File: config.mk
export PLATFORM = sky130hd
export DESIGN_NAME = add_arbiter
export DESIGN_NICKNAME = d
export VERILOG_FILES = /design/src/rtl/add_arbiter.sv
export SDC_FILE = /design/constraint.sdc
export NUM_CORES = 1
export LEC_CHECK = 0
export CORE_ASPECT_RATIO = 0.7
export CORE_MARGIN = 5
export CORE_UTILIZATION = 44
export DETAILED_ROUTE_END_ITERATION = 6
export GPL_TIMING_DRIVEN = 0
export PLACE_DENSITY = 0.79
export SLEW_MARGIN = 5
export SYNTH_ARGS = -nofsm -noshare
export SYNTH_HDL_FRONTEND = slang
export SYNTH_SLANG_ARGS = --single-unit
File: constraint.sdc
create_clock -name clk -period 2.86 [get_ports clk]
set_input_delay 0.572 -clock clk [delete_from_list [all_inputs] [get_ports clk]]
set_output_delay 0.572 -clock clk [all_outputs]
set_load 0.05 [all_outputs]
File: src/rtl/add_arbiter.sv
// add_arbiter: one shared WIDTH-bit adder serving N_REQ requesters.
// Requests are granted round-robin starting from ptr_q. Each grant then
// goes through three states: IDLE (grant and operand capture), CALC
// (register the sum) and RESP (hold the result until it is consumed).
//
// Handshake semantics (both sides): a transfer happens on a rising clk edge
// where valid and ready are both high. Request side: req_ready[g] is a
// combinational accept strobe, high only in the IDLE cycle that grants g.
// Response side: resp_valid stays high with stable payload until the edge
// where resp_ready is sampled high.
module add_arbiter #(
  parameter int WIDTH = 32,
  parameter int N_REQ = 4,
  parameter int IDW   = (N_REQ > 1) ? $clog2(N_REQ) : 1
) (
  input  logic                   clk,
  input  logic                   rst_n,
  input  logic [N_REQ-1:0]       req_valid,
  input  logic [N_REQ*WIDTH-1:0] req_in1,
  input  logic [N_REQ*WIDTH-1:0] req_in2,
  output logic [N_REQ-1:0]       req_ready,
  output logic                   resp_valid,
  output logic [IDW-1:0]         resp_id,
  output logic [WIDTH-1:0]       resp_result,
  output logic                   resp_carry,
  input  logic                   resp_ready,
  output logic                   busy,
  output logic [1:0]             dbg_state_o
);

  typedef enum logic [1:0] {
    IDLE = 2'd0,
    CALC = 2'd1,
    RESP = 2'd2
  } state_e;

  state_e           state_q, state_d;
  logic [IDW-1:0]   ptr_q, ptr_d;
  logic [IDW-1:0]   g_q, g_d;
  logic [WIDTH-1:0] a_q, a_d;
  logic [WIDTH-1:0] b_q, b_d;
  logic [WIDTH-1:0] res_q, res_d;
  logic             carry_q, carry_d;

  logic             grant_any;
  logic [IDW-1:0]   grant_idx;
  int               cand;

  // Round-robin search: first valid requester at or above ptr_q, wrapping.
  always_comb begin
    grant_any = 1'b0;
    grant_idx = '0;
    cand      = 0;
    for (int k = 0; k < N_REQ; k++) begin
      cand = int'(ptr_q) + k;
      if (cand >= N_REQ) cand = cand - N_REQ;
      if (!grant_any && req_valid[cand]) begin
        grant_any = 1'b1;
        grant_idx = IDW'(cand);
      end
    end
  end

  // Next-state, operand capture, sum and grant strobe.
  always_comb begin
    state_d   = state_q;
    ptr_d     = ptr_q;
    g_d       = g_q;
    a_d       = a_q;
    b_d       = b_q;
    res_d     = res_q;
    carry_d   = carry_q;
    req_ready = '0;
    unique case (state_q)
      IDLE: begin
        // rst_n gating keeps the strobe low while reset holds the block.
        if (grant_any && rst_n) begin
          req_ready[grant_idx] = 1'b1;
          g_d     = grant_idx;
          a_d     = req_in1[int'(grant_idx)*WIDTH +: WIDTH];
          b_d     = req_in2[int'(grant_idx)*WIDTH +: WIDTH];
          state_d = CALC;
        end
      end
      CALC: begin
        {carry_d, res_d} = {1'b0, a_q} + {1'b0, b_q};
        state_d          = RESP;
      end
      RESP: begin
        if (resp_ready) begin
          state_d = IDLE;
          ptr_d   = (int'(g_q) == N_REQ - 1) ? '0 : g_q + 1'b1;
        end
      end
      default: state_d = IDLE;
    endcase
  end

  // State and datapath registers, cleared asynchronously by rst_n.
  always_ff @(posedge clk or negedge rst_n) begin
    if (!rst_n) begin
      state_q <= IDLE;
      ptr_q   <= '0;
      g_q     <= '0;
      a_q     <= '0;
      b_q     <= '0;
      res_q   <= '0;
      carry_q <= 1'b0;
    end else begin
      state_q <= state_d;
      ptr_q   <= ptr_d;
      g_q     <= g_d;
      a_q     <= a_d;
      b_q     <= b_d;
      res_q   <= res_d;
      carry_q <= carry_d;
    end
  end

  assign resp_valid  = (state_q == RESP);
  assign resp_id     = g_q;
  assign resp_result = res_q;
  assign resp_carry  = carry_q;
  assign busy        = (state_q != IDLE);
  assign dbg_state_o = state_q;

endmodule

# --- After elaboration in Yosys (flattened, before gate mapping) ---
# Index checks and enable logic that the tools add are counted.
classes:
  shifts: 2
  eq_ne: 5
  reduce_logical: 13
  order_cmp: 10
  addsub: 9
  n_mux: 32
op_table:
  columns: ["operator", "count"]
  rows:
  - ["$shiftx A128 B8 Y32", 2]
  - ["$lt A32 B4 Y1 const B", 4]
  - ["$mux W32", 4]
  - ["$add A32 B32 Y33", 1]
  - ["$mux W2", 7]
  - ["$mux W1", 13]
  - ["$sub A3 B3 Y4 const B", 3]
  - ["$ge A3 B3 Y1 const B", 3]
  - ["$bmux W1 S2", 4]
  - ["$mux W4", 2]
  - ["$add A2 B2 Y3 const B", 2]
  - ["$pmux W2 S3", 1]
  - ["$reduce_and A2 Y1", 3]
  - ["$logic_and A1 B1 Y1", 5]
  - ["$eq A2 B1 Y1 const B", 2]
  - ["$sub A2 B3 Y4 const B", 1]
  - ["$add A2 B1 Y3 const B", 1]
  - ["$ge A2 B3 Y1 const B", 1]
  - ["$logic_not A1 Y1", 3]
  - ["$lt A2 B3 Y1 const B", 1]
  - ["$add A2 B1 Y2 const B", 1]
  - ["$demux W1 S2", 1]
  - ["$eq A2 B2 Y1 const B", 1]
  - ["$ge A2 B1 Y1 const B", 1]
  - ["4 further kinds", 4]
totals:
  inputBits: 263
  reg_bits: 103
  word_cells: 78
  out_inout_bits: 43

# --- Logic depth before layout (Yosys ltp) ---
logic_depth:
  word_depth: 21
  ltp_mapped: 9
  depth_no_buf: 9

# --- Worst setup path after synthesis ---
# Ideal clock, no wire load.
synth_path:
  path_type: "in2out"
  startpoint: "input port req_valid[0]"
  endpoint: "output port req_ready[3]"
  stages: 8
  t_required_ns: 2.288
  arrival_ns: 2.529
  path_buffers: 2
  slack_ns: -0.241
  path_cell_list: "nand2_1 a21boi_1 o22ai_1 a21oi_1 nand2_2 buf_6 buf_2 nor3_1"
synth_between:
  elab_chain_cells: 19
  elab_cells_between_ends: 34
  classes_between: "order compare (2); mux (24); reduce/logical (8)"
synth_lines:
  columns: ["element", "line_no", "rtl"]
  rows:
  - ["start, declared", "18", "input logic [N_REQ-1:0] req_valid,"]
  - ["$bmux W1 S2", "57", "if (!grant_any && req_valid[cand]) begin"]
  - ["$mux W1 (implied by the code) (2 in series)", "57", null]
  - ["$mux W1", "57", null]
  - ["$logic_not A1 Y1", "57", null]
  - ["$logic_and A1 B1 Y1", "57", null]
  - ["$mux W1", "57", null]
  - ["$logic_not A1 Y1", "57", null]
  - ["$logic_and A1 B1 Y1", "57", null]
  - ["[2 not listed]", null, null]
  - ["$logic_and A1 B1 Y1", "57", null]
  - ["$mux W2", "57", null]
  - ["$lt A2 B3 Y1 (implied by the code) or $ge A2 B1 Y1 (tied branches)", "78", "req_ready[grant_idx] = 1'b1;"]
  - ["$logic_and A1 B1 Y1 (implied by the code)", "78", null]
  - ["$mux W1 (implied by the code)", "78", null]
  - ["$demux W1 S2", "78", null]
  - ["$mux W4 *", "77", "if (grant_any && rst_n) begin"]
  - ["$mux W4 *", "74", "unique case (state_q)"]
  - ["end, declared", "21", "output logic [N_REQ-1:0] req_ready,"]
# Mark *: on every way between the ends. The rest lies on a longest branch, timed or not. The select of a mux whose other input is x is not followed.

# --- Worst setup path in the final report ---
layout_path:
  startpoint: "register b_q[0]"
  endpoint: "register res_q[30] (netlist: resp_result[30])"
layout_between:
  elab_chain_cells: 1
layout_lines:
  columns: ["element", "line_no", "rtl"]
  rows:
  - ["start, declared", "41", "logic [WIDTH-1:0] b_q, b_d;"]
  - ["start signal, assigned", "106", "b_q <= '0;"]
  - ["start signal, assigned", "114", "b_q <= b_d;"]
  - ["$add A32 B32 Y33", "86", "{carry_d, res_d} = {1'b0, a_q} + {1'b0, b_q};"]
  - ["end signal, assigned", "115", "res_q <= res_d;"]
  - ["end, declared", "42", "logic [WIDTH-1:0] res_q, res_d;"]
# No other way between the ends.
# A chain may end at the register's enable or synchronous reset.

==> impl_metrics.csv <==
group,metric,value,unit
route,drt_wl_total,27800,µm
sta,finalCriticalPeriod,2.80,ns
sta,clock_skew,0.00918,ns
power_and_ir_drop,p_seq_frac,0.209,
synthesis,synth.ff_latch_count,103,
sta,fin_ws,0.0616,ns
power_and_ir_drop,sw_frac_of_total,0.507,
synthesis,synthCells,762,
hold_path,worstHoldPathType,"in -> async",
synthesis,syn_avg_cell_area,9.78,µm²
power_and_ir_drop,vdd_ir_drop_max,0.607,mV
route,wl_per_cell,21.2,µm
grt,grt_pass1_vias,7427,
clock_network,cts_sinks,103,
finish,nFillCells,1418,
finish,antennaDiodeCount,0,
clock_network,cts.path.max_buffers,2,
critical_path,crit_path_end_kind,"register",
status,status,"completed",
power_and_ir_drop,p_int,6.58,mW
finish,final_cell_mix,"clkdlybuf4s50_1, mux2i_1, dfrtp_1, nor2_1, nand2_1",
synthesis,synthArstFlopShare,1.00,
synthesis,synth_edf_count,0,
floorplan,floorplan.initialDensity,0.452,
floorplan,die_area,19700,µm²
sta,tightest_slew,0.723,ns
run,maxCapViolations,0,
sta,min_period_over_period,0.978,
clock_network,cts_buffers,9,
sta,slew_violations,0,
sta,finalSetupViolCount,0,
power_and_ir_drop,netSwitchingPower,6.77,mW
power_and_ir_drop,combPwrFrac,0.694,
critical_path,critical_path_class,"reg -> reg",
finish,syn_to_final_growth,50.2,%
synthesis,synth_cell_types,61,
clock_network,clk_pin_slew,0.07,ns
route,postRouteAntennaNets,0,
grt,grt_max_degree,66,
clock_network,root_buffer,"clkbuf_16",
synthesis,seq_area_frac_synth,0.346,
critical_path,cp.required,3.09,ns
floorplan,ioPinCount,306,
route,drt-vias-per-instance,5.68,
floorplan,fp-row-count,39,
synthesis,synthFlopType,"dfrtp_1",
clock_network,clock_latency,0.35,ns
finish,drive_above_1_share,0.0983,
placed_design,numPortBuffers,305,
critical_path,worst-path-max-fanout,5,
route,drcViolationCount,0,
critical_path,critPathLaunchType,"register",
grt,antenna_found_initial,1,
critical_path,crit_arrival,3.03,ns
power_and_ir_drop,power,13.4,mW
synthesis,synth_warnings,0,
grt,grtUsageTotal,0.276,
finish,final_common_cell,"clkdlybuf4s50_1",
synthesis,synth_nets,1059,
critical_path,cpPeakStageDelay,0.47,ns
clock_network,tritoncts,"built",
route,drt_iter0_drc,644,
sta,rsz0062_at_grt,"true",
floorplan,core_region_area,16500,µm²
route,drt_first_pass_iters,5,
sta,relSlewSlack,0.518,
route,via_count,7457,
placed_design,dp_slack,-1.03,ns
power_and_ir_drop,p_per_area,1190,nW/µm²
floorplan,fp.dieW,166,µm
finish,finalNetCount,1380,
grt,grt-ovfl-total,0,
power_and_ir_drop,p_leak,4.86,nW
critical_path,critPathSlowestCell,"dfrtp_1",
critical_path,crit_chain,"ha_1 > fa_1 > a211oi_2 > o21ai_1 > a21oi_1 > o21ai_2 > o2111ai_1 > mux2i_1 > nand2_1",
clock_network,htreeDepth,3,
floorplan,die_height,119,µm
placed_design,place.gp.congestion,0.932,
synthesis,syn_area,7460,µm²
clock_network,ctsHoldBuffers,0,
grt,grt_pass1_wl,42200,µm
placed_design,hpwl,22900,µm
power_and_ir_drop,clkPwrFrac,0.097,
sta,max_freq,357,MHz
sta,hold_violations,0,
## critical path: cells and delay by family (launching register included)
family | cells | cell delay, ns
fa+ha+maj | 2 | 0.69
simple gates | 1 | 0.06
flops | 1 | 0.47
mux | 1 | 0.23
compound gates | 5 | 1.25
## sequential cells by signal (all words and copies together), names as in the netlist
name / count
ptr_q: 2
dbg_state_o: 2
resp_id: 2
resp_result: 32
b_q: 32
resp_carry: 1
a_q: 32
## synthesized netlist by cell type (6+ instances only)
master / n / area share
a21o_1: 10 / 0.010
a21oi_1: 41 / 0.028
a221oi_1: 27 / 0.032
a221oi_2: 39 / 0.079
and3_1: 6 / 0.0050
buf_2: 15 / 0.010
buf_4: 6 / 0.0060
buf_6: 7 / 0.011
clkbuf_1: 19 / 0.0096
dfrtp_1: 103 / 0.35
ha_1: 33 / 0.055
inv_1: 9 / 0.0045
mux2i_1: 131 / 0.18
nand2_1: 68 / 0.034
nand3_1: 6 / 0.0040
nand4_1: 8 / 0.0067
nor2_1: 80 / 0.040
nor3_1: 7 / 0.0047
o21ai_0: 35 / 0.023
o21ai_1: 11 / 0.0074
xnor2_1: 11 / 0.013
xor2_1: 11 / 0.013
## metrics by stage
stage | instance area, µm² | util | hold slack [ns] | setup TNS [ns] | std cells
after global placement | 10800 | 0.655 | 0.463 | -567.25 | 1292
after CTS | 11200 | 0.677 | 0.133 | 0 | 1312
after global routing | 11200 | 0.679 | 0.159 | -0.00825 | 1313
after detailed placement | 10800 | 0.656 | 0.470 | -14.56 | 1293
after floorplan | 7460 | - | 0.276 | 0 | 762
final | 11200 | 0.679 | 0.139 | 0 | 1313
## per-layer routing
| metal | wire length, µm | part of all wire | track usage |
|---|---|---|---|
| met5 | 13 | 0.00047 | 0 |
| met4 | 418 | 0.015 | 0.0541 |
| met3 | 2360 | 0.085 | 0.0642 |
| met2 | 12500 | 0.45 | 0.421 |
| met1 | 12500 | 0.45 | 0.402 |
## what timing repair did
item                                    CTS  global route
pin swaps                                 1             4
cloned                                    0             1
endpoints found under the setup margin   14             7
gates resized for setup                  28             5
setup buffers                             4             1
## kinds of logic after synthesis
logic type                 share of synthesized area
xor gates and xnor gates                      0.0258
and+or+nand+nor                                0.117
buffers and inverters                         0.0438
AOI/OAI and AO/OA                              0.230
muxes                                          0.179
DFF                                            0.346
adders and majority gates                     0.0581
## power by group through the flow
| stage | sequential [mW] | combinational, mW | clock, mW |
|---|---|---|---|
| finish | 2.79 | 9.27 | 1.30 |
| global route | 2.86 | 10.0 | 1.38 |
| CTS | 2.77 | 9.09 | 1.31 |
| detailed placement | 2.79 | 8.97 | 0 |
| global placement | 2.77 | 8.84 | 0 |
| floorplan | 3.39 | 5.64 | 0 |
## path summary, 6_finish.rpt
check	cells past startpoint	startpoint	slack, ns	endpoint
hold reg to reg	2	resp_result[6]$_DFFE_PN0N_	0.48	resp_result[6]$_DFFE_PN0N_
hold / removal	1	rst_n	0.14	resp_result[2]$_DFFE_PN0N_
min in group clk	2	resp_result[6]$_DFFE_PN0N_	0.48	resp_result[6]$_DFFE_PN0N_
setup reg to reg	9	b_q[0]$_DFFE_PN0P_	0.06	resp_result[30]$_DFFE_PN0N_
max in group asynchronous	2	rst_n	2.14	b_q[20]$_DFFE_PN0P_
setup / recovery	9	b_q[0]$_DFFE_PN0P_	0.06	resp_result[30]$_DFFE_PN0N_
## cell type report
type	count	area (µm²)	area share
Clock inverter	5	63.8	0.00570
Clock buffer	11	243	0.0217
Multi-Input combinational cell	597	4580	0.409
Sequential cell	103	2580	0.230
Timing Repair Buffer	312	3140	0.280
Buffer	50	273	0.0244
Inverter	10	37.5	0.00335
Tap cell	225	282	0.0251
Note: power is estimated with default switching activity, not from simulation.
